--- src/rtl/multicycle_sequencer.sv ---
// Multi-cycle control FSM for the KGP-RISC core: fetch, decode, execute, memory, writeback.
// Optional retired-instruction counter enabled by defining SEQ_RETIRE_COUNTER_EN.
module multicycle_sequencer #(
  parameter int FETCH_TIMEOUT = 16
) (
  input  logic        clk,
  input  logic        rst,
  input  logic [5:0]  opcode,
  input  logic        mem_ready,
  input  logic        branch_cond,
  output logic        pc_write,
  output logic [1:0]  pc_src,
  output logic        ir_write,
  output logic        mem_read,
  output logic        mem_write,
  output logic        alu_src_imm,
  output logic        reg_write,
  output logic        mem_to_reg,
  output logic        instr_retired,
  output logic        halted,
  output logic        mem_error,
  output logic [2:0]  state,
  output logic [31:0] retired_count
);

  typedef enum logic [2:0] {
    S_FETCH     = 3'd0,
    S_DECODE    = 3'd1,
    S_EXECUTE   = 3'd2,
    S_MEM       = 3'd3,
    S_WRITEBACK = 3'd4,
    S_HALT      = 3'd5,
    S_ERROR     = 3'd6
  } state_t;

  localparam logic [2:0] CLS_ALU_R  = 3'b000;
  localparam logic [2:0] CLS_ALU_I  = 3'b001;
  localparam logic [2:0] CLS_LDST   = 3'b010;
  localparam logic [2:0] CLS_BRANCH = 3'b011;
  localparam logic [2:0] CLS_JUMP   = 3'b100;
  localparam logic [2:0] CLS_NOP_A  = 3'b101;
  localparam logic [2:0] CLS_NOP_B  = 3'b110;
  localparam logic [2:0] CLS_HALT   = 3'b111;

  localparam int CNT_W = $clog2(FETCH_TIMEOUT + 1);
  localparam logic [CNT_W-1:0] TMO_LAST = CNT_W'(FETCH_TIMEOUT - 1);

  state_t           cur_state;
  state_t           nxt_state;
  logic [CNT_W-1:0] wait_cnt;
  logic             mem_error_q;
  logic             waiting;
  logic             timeout_hit;

  logic [2:0] op_cls;
  logic       op_sub;
  logic       unused_opcode_bits;

  logic       pc_write_c;
  logic [1:0] pc_src_c;
  logic       ir_write_c;
  logic       mem_read_c;
  logic       mem_write_c;
  logic       alu_src_imm_c;
  logic       reg_write_c;
  logic       mem_to_reg_c;
  logic       retire_c;
  logic       halted_c;

  assign op_cls             = opcode[5:3];
  assign op_sub             = opcode[0];
  assign unused_opcode_bits = ^opcode[2:1];

  // Counter runs only while a memory handshake is outstanding.
  assign waiting = ((cur_state == S_FETCH) || (cur_state == S_MEM)) && !mem_ready;

  always_ff @(posedge clk) begin
    if (rst) begin
      cur_state   <= S_FETCH;
      wait_cnt    <= '0;
      mem_error_q <= 1'b0;
    end else begin
      cur_state <= nxt_state;
      wait_cnt  <= waiting ? wait_cnt + 1'b1 : '0;
      if (timeout_hit) begin
        mem_error_q <= 1'b1;
      end
    end
  end

  always_comb begin
    nxt_state     = cur_state;
    timeout_hit   = 1'b0;
    pc_write_c    = 1'b0;
    pc_src_c      = 2'b00;
    ir_write_c    = 1'b0;
    mem_read_c    = 1'b0;
    mem_write_c   = 1'b0;
    alu_src_imm_c = 1'b0;
    reg_write_c   = 1'b0;
    mem_to_reg_c  = 1'b0;
    retire_c      = 1'b0;
    halted_c      = 1'b0;

    case (cur_state)
      S_FETCH: begin
        mem_read_c = 1'b1;
        if (mem_ready) begin
          ir_write_c = 1'b1;
          pc_write_c = 1'b1;
          pc_src_c   = 2'b00;
          nxt_state  = S_DECODE;
        end else if (wait_cnt == TMO_LAST) begin
          timeout_hit = 1'b1;
          nxt_state   = S_ERROR;
        end
      end

      S_DECODE: begin
        case (op_cls)
          CLS_HALT:             nxt_state = S_HALT;
          CLS_NOP_A, CLS_NOP_B: begin
            retire_c  = 1'b1;
            nxt_state = S_FETCH;
          end
          default:              nxt_state = S_EXECUTE;
        endcase
      end

      S_EXECUTE: begin
        case (op_cls)
          CLS_ALU_R: nxt_state = S_WRITEBACK;
          CLS_ALU_I: begin
            alu_src_imm_c = 1'b1;
            nxt_state     = S_WRITEBACK;
          end
          CLS_LDST: begin
            alu_src_imm_c = 1'b1;
            nxt_state     = S_MEM;
          end
          CLS_BRANCH: begin
            pc_write_c = branch_cond;
            pc_src_c   = 2'b01;
            retire_c   = 1'b1;
            nxt_state  = S_FETCH;
          end
          CLS_JUMP: begin
            pc_write_c = 1'b1;
            pc_src_c   = op_sub ? 2'b11 : 2'b10;
            retire_c   = 1'b1;
            nxt_state  = S_FETCH;
          end
          // Only reachable if opcode changed after DECODE; drop the instruction.
          default:   nxt_state = S_FETCH;
        endcase
      end

      S_MEM: begin
        mem_write_c = op_sub;
        mem_read_c  = !op_sub;
        if (mem_ready) begin
          if (op_sub) begin
            retire_c  = 1'b1;
            nxt_state = S_FETCH;
          end else begin
            nxt_state = S_WRITEBACK;
          end
        end else if (wait_cnt == TMO_LAST) begin
          timeout_hit = 1'b1;
          nxt_state   = S_ERROR;
        end
      end

      S_WRITEBACK: begin
        reg_write_c  = 1'b1;
        mem_to_reg_c = (op_cls == CLS_LDST) && !op_sub;
        retire_c     = 1'b1;
        nxt_state    = S_FETCH;
      end

      S_HALT:  halted_c = 1'b1;
      S_ERROR: halted_c = 1'b1;

      default: nxt_state = S_FETCH;
    endcase
  end

  // Reset forces every output low, including mid-instruction enables.
  assign pc_write      = pc_write_c    & ~rst;
  assign pc_src        = pc_src_c      & {2{~rst}};
  assign ir_write      = ir_write_c    & ~rst;
  assign mem_read      = mem_read_c    & ~rst;
  assign mem_write     = mem_write_c   & ~rst;
  assign alu_src_imm   = alu_src_imm_c & ~rst;
  assign reg_write     = reg_write_c   & ~rst;
  assign mem_to_reg    = mem_to_reg_c  & ~rst;
  assign instr_retired = retire_c      & ~rst;
  assign halted        = halted_c      & ~rst;
  assign mem_error     = mem_error_q   & ~rst;
  assign state         = rst ? 3'd0 : cur_state;

`ifdef SEQ_RETIRE_COUNTER_EN
  logic [31:0] retire_cnt;

  always_ff @(posedge clk) begin
    if (rst) begin
      retire_cnt <= '0;
    end else if (retire_c) begin
      retire_cnt <= retire_cnt + 32'd1;
    end
  end

  assign retired_count = rst ? 32'd0 : retire_cnt;
`else
  assign retired_count = 32'd0;
`endif

endmodule
--- config.mk ---
export PLATFORM = sky130hd
export DESIGN_NAME = multicycle_sequencer
export DESIGN_NICKNAME = d
export VERILOG_FILES = /design/src/rtl/multicycle_sequencer.sv
export SDC_FILE = /design/constraint.sdc
export NUM_CORES = 1
export LEC_CHECK = 0
export CORE_MARGIN = 2
export CORE_UTILIZATION = 40
export CTS_CLUSTER_DIAMETER = 60
export DETAILED_ROUTE_END_ITERATION = 8
export PLACE_DENSITY = 0.84
export SETUP_SLACK_MARGIN = 0.05
export SLEW_MARGIN = 20
export SYNTH_ARGS = -nofsm -noshare
export SYNTH_HDL_FRONTEND = slang
export SYNTH_SLANG_ARGS = --single-unit
--- constraint.sdc ---
create_clock -name clk -period 2.9 [get_ports clk]
set_clock_uncertainty 0.15 [all_clocks]
set_input_delay 0.435 -clock clk [delete_from_list [all_inputs] [get_ports clk]]
set_output_delay 0.435 -clock clk [all_outputs]
set_load 0.02 [all_outputs]
==> reports/metrics.csv <==
metric;value;unit
combinational share of power;35.7;%
status;completed;
Seq pwr share;38.1;%
die width;52.5;um
max-cap violations;0;
top-level I/O count;57;
Yosys cell types;42;
design area;1130;um^2
Worst-Skew Late Latency;260;ps
First-pass DRT Iterations;4;
WS Path Type;input pin to primary output;
final core utilization;51.0;%
DR vias;805;
die height;52.5;um
area share of the largest cell type after synthesis;27.1;%
Yosys warnings;0;
Area contributors post-synth;buf_4 (27%), dfxtp_1 (19%), nor2b_1 (4.7%);
overall power;0.000361;W
Clock Power Share;26.2;%
NumNets Final;158;
pin count of the biggest net entering global routing;11;
post-synth top area cell;buf_4;
sequential area share after synthesis;19.1;%
Slew Limit Fails;0;
standard-cell row count;17;
DRT iter0 DRCs;19;
FMAX;356;MHz
clk buf depth;2;
# hold bufs at CTS;0;
GP Congestion;0.927;
most frequent cells after synthesis;buf_4 (34), nor2_1 (10), dfxtp_1 (9);
crit path time final;2810;ps
diodes inserted;0;
count leader, synth;buf_4;
drc violations;0;
worst hold path class;register to register;
CTS tree;built;
Data required, critical path;2320;ps
Synth Flop Type;dfxtp_1;
maximum vdd drop;0.246;mV
vias in the first global route;678;
initial antenna violation count;0;
P_sw;0.000133;W
clk slew on worst S/H paths;50;ps
total congestion overflow;0;
Initial Util;42.5;%
post-route setup TNS;0;ps
power per cell area;319;nW/um^2
Final setup viols;0;
Async SR Flop Fraction;0;%
Layout area overhead;19.9;%
post-DR vias/cell;4.68;
Placed Area;1080;um^2
RSZ-0062 raised after global routing;yes;
total CTS buffers;3;
syn avg cell area;7.97;um^2
Routed Antenna Nets;0;
drt total wl;1.80;mm
sw frac;37.0;%
global-route wire length before repair;2.68;mm
hpwl dp;1.46;mm
placed cell count;168;
number of synthesized flops with an enable pin;0;
Final Hold Violating Endpoints;0;
Cell Int Power;0.000227;W
CORE AREA;2210;um^2
Sink Count;9;
WL per Instance;10.5;um
fin cells;172;
total die area;2760;um^2
IO Port Bufs;22;
kind of launch point of the worst setup path;input pin;
Worst Path Arrival;2230;ps
Final Cycle Share;96.9;%
post-CTS setup buffers;0;
CP Capture Type;primary output;
Resized cells post-CTS;1;
Synth Register Bits;9;
H-tree depth;1;
Root Driver;clkbuf_4;
GR Util All Layers;12.9;%
Leak Pwr;0.518;nW
Mapped Area;941;um^2
Mapped Cells;118;
maximum fanout along the worst path;7;
layout cell share with drive strength beyond 1;11.8;%
==> final cells by class <==
cell class                      instances  area [um^2]
Clock buffer                            4         26.3
Inverter                                6         22.5
Timing Repair Buffer                   27          265
Tap cell                               28         35.0
Fill cell                             214         1080
Multi-Input combinational cell         98          599
Sequential cell                         9          180
==> cells by family after synthesis <==
| logic type | Yosys count | share of synthesized area [%] |
|---|---|---|
| compound gates | 18 | 13.7 |
| other cells | 1 | 0.399 |
| simple gates | 41 | 27.0 |
| flops | 9 | 19.1 |
| buf+inv | 42 | 31.2 |
| fa+ha+maj | 3 | 3.99 |
| xor+xnor | 4 | 4.52 |
==> path summary, 6_finish.rpt <==
check                              start                   endpoint  slack, ps  cells after the start
hold / removal    wait_cnt[0]$_SDFF_PP0_     wait_cnt[0]$_SDFF_PP0_        310                      1
setup reg to reg  wait_cnt[0]$_SDFF_PP0_  cur_state[2]$_SDFFE_PP0P_       1230                      6
hold reg to reg   wait_cnt[0]$_SDFF_PP0_     wait_cnt[0]$_SDFF_PP0_        310                      1
setup / recovery                     rst              instr_retired         90                      4
==> worst max-delay path, stage by stage <==
cell             delay (ps)
clkdlybuf4s50_1         560
or2_1                   370
o221ai_2                220
clkdlybuf4s50_1         630
==> power by group through the flow <==
stage	registers, W	logic (W)	clock network (W)
global placement	0.000139	0.000123	0
global route	0.000138	0.000139	0.000108
detailed placement	0.000140	0.000125	0
finish	0.000137	0.000129	0.0000944
CTS	0.000137	0.000126	0.0000994
floorplan	0.000133	0.000129	0
==> layout by cell type, fill, tap and decap left out, types with 2 or more instances in the layout <==
cell type         n
a21oi_1           4
a31oi_1           2
dlymetal6s2s_1    3
nor2_1           10
nor3_1            2
clkdlybuf4s50_1  19
and3_1            2
clkbuf_4          3
inv_1             5
nor2b_1           7
o21ai_0           3
ha_1              3
nand3_1           4
buf_4             5
xnor2_1           2
conb_1           32
dfxtp_1           9
==> sequential cells by signal (all words and copies together) (netlist names) <==
| signal | cells |
|---|---|
| cur_state | 3 |
| wait_cnt | 5 |
| mem_error_q | 1 |
==> routing by layer <==
metal / track usage [%] / wire length (um) / up-vias
met3: 4.29 / 165 / 2
met1: 13.4 / 728 / 369
met4: 5.13 / 5 / 0
li1: - / - / 387
met2: 23.5 / 901 / 47
met5: 0 / 0 / -
==> per-stage QoR <==
step | worst slack, ps | hold slack (ps)
6_report | 89.4 | 309
5_1_grt | 21.2 | 327
4_1_cts | 50.0 | 315
3_5_place_dp | 17.2 | 306
3_3_place_gp | 80.7 | 278
2_1_floorplan | 923 | 268
Power figures use the tool's default switching activity.
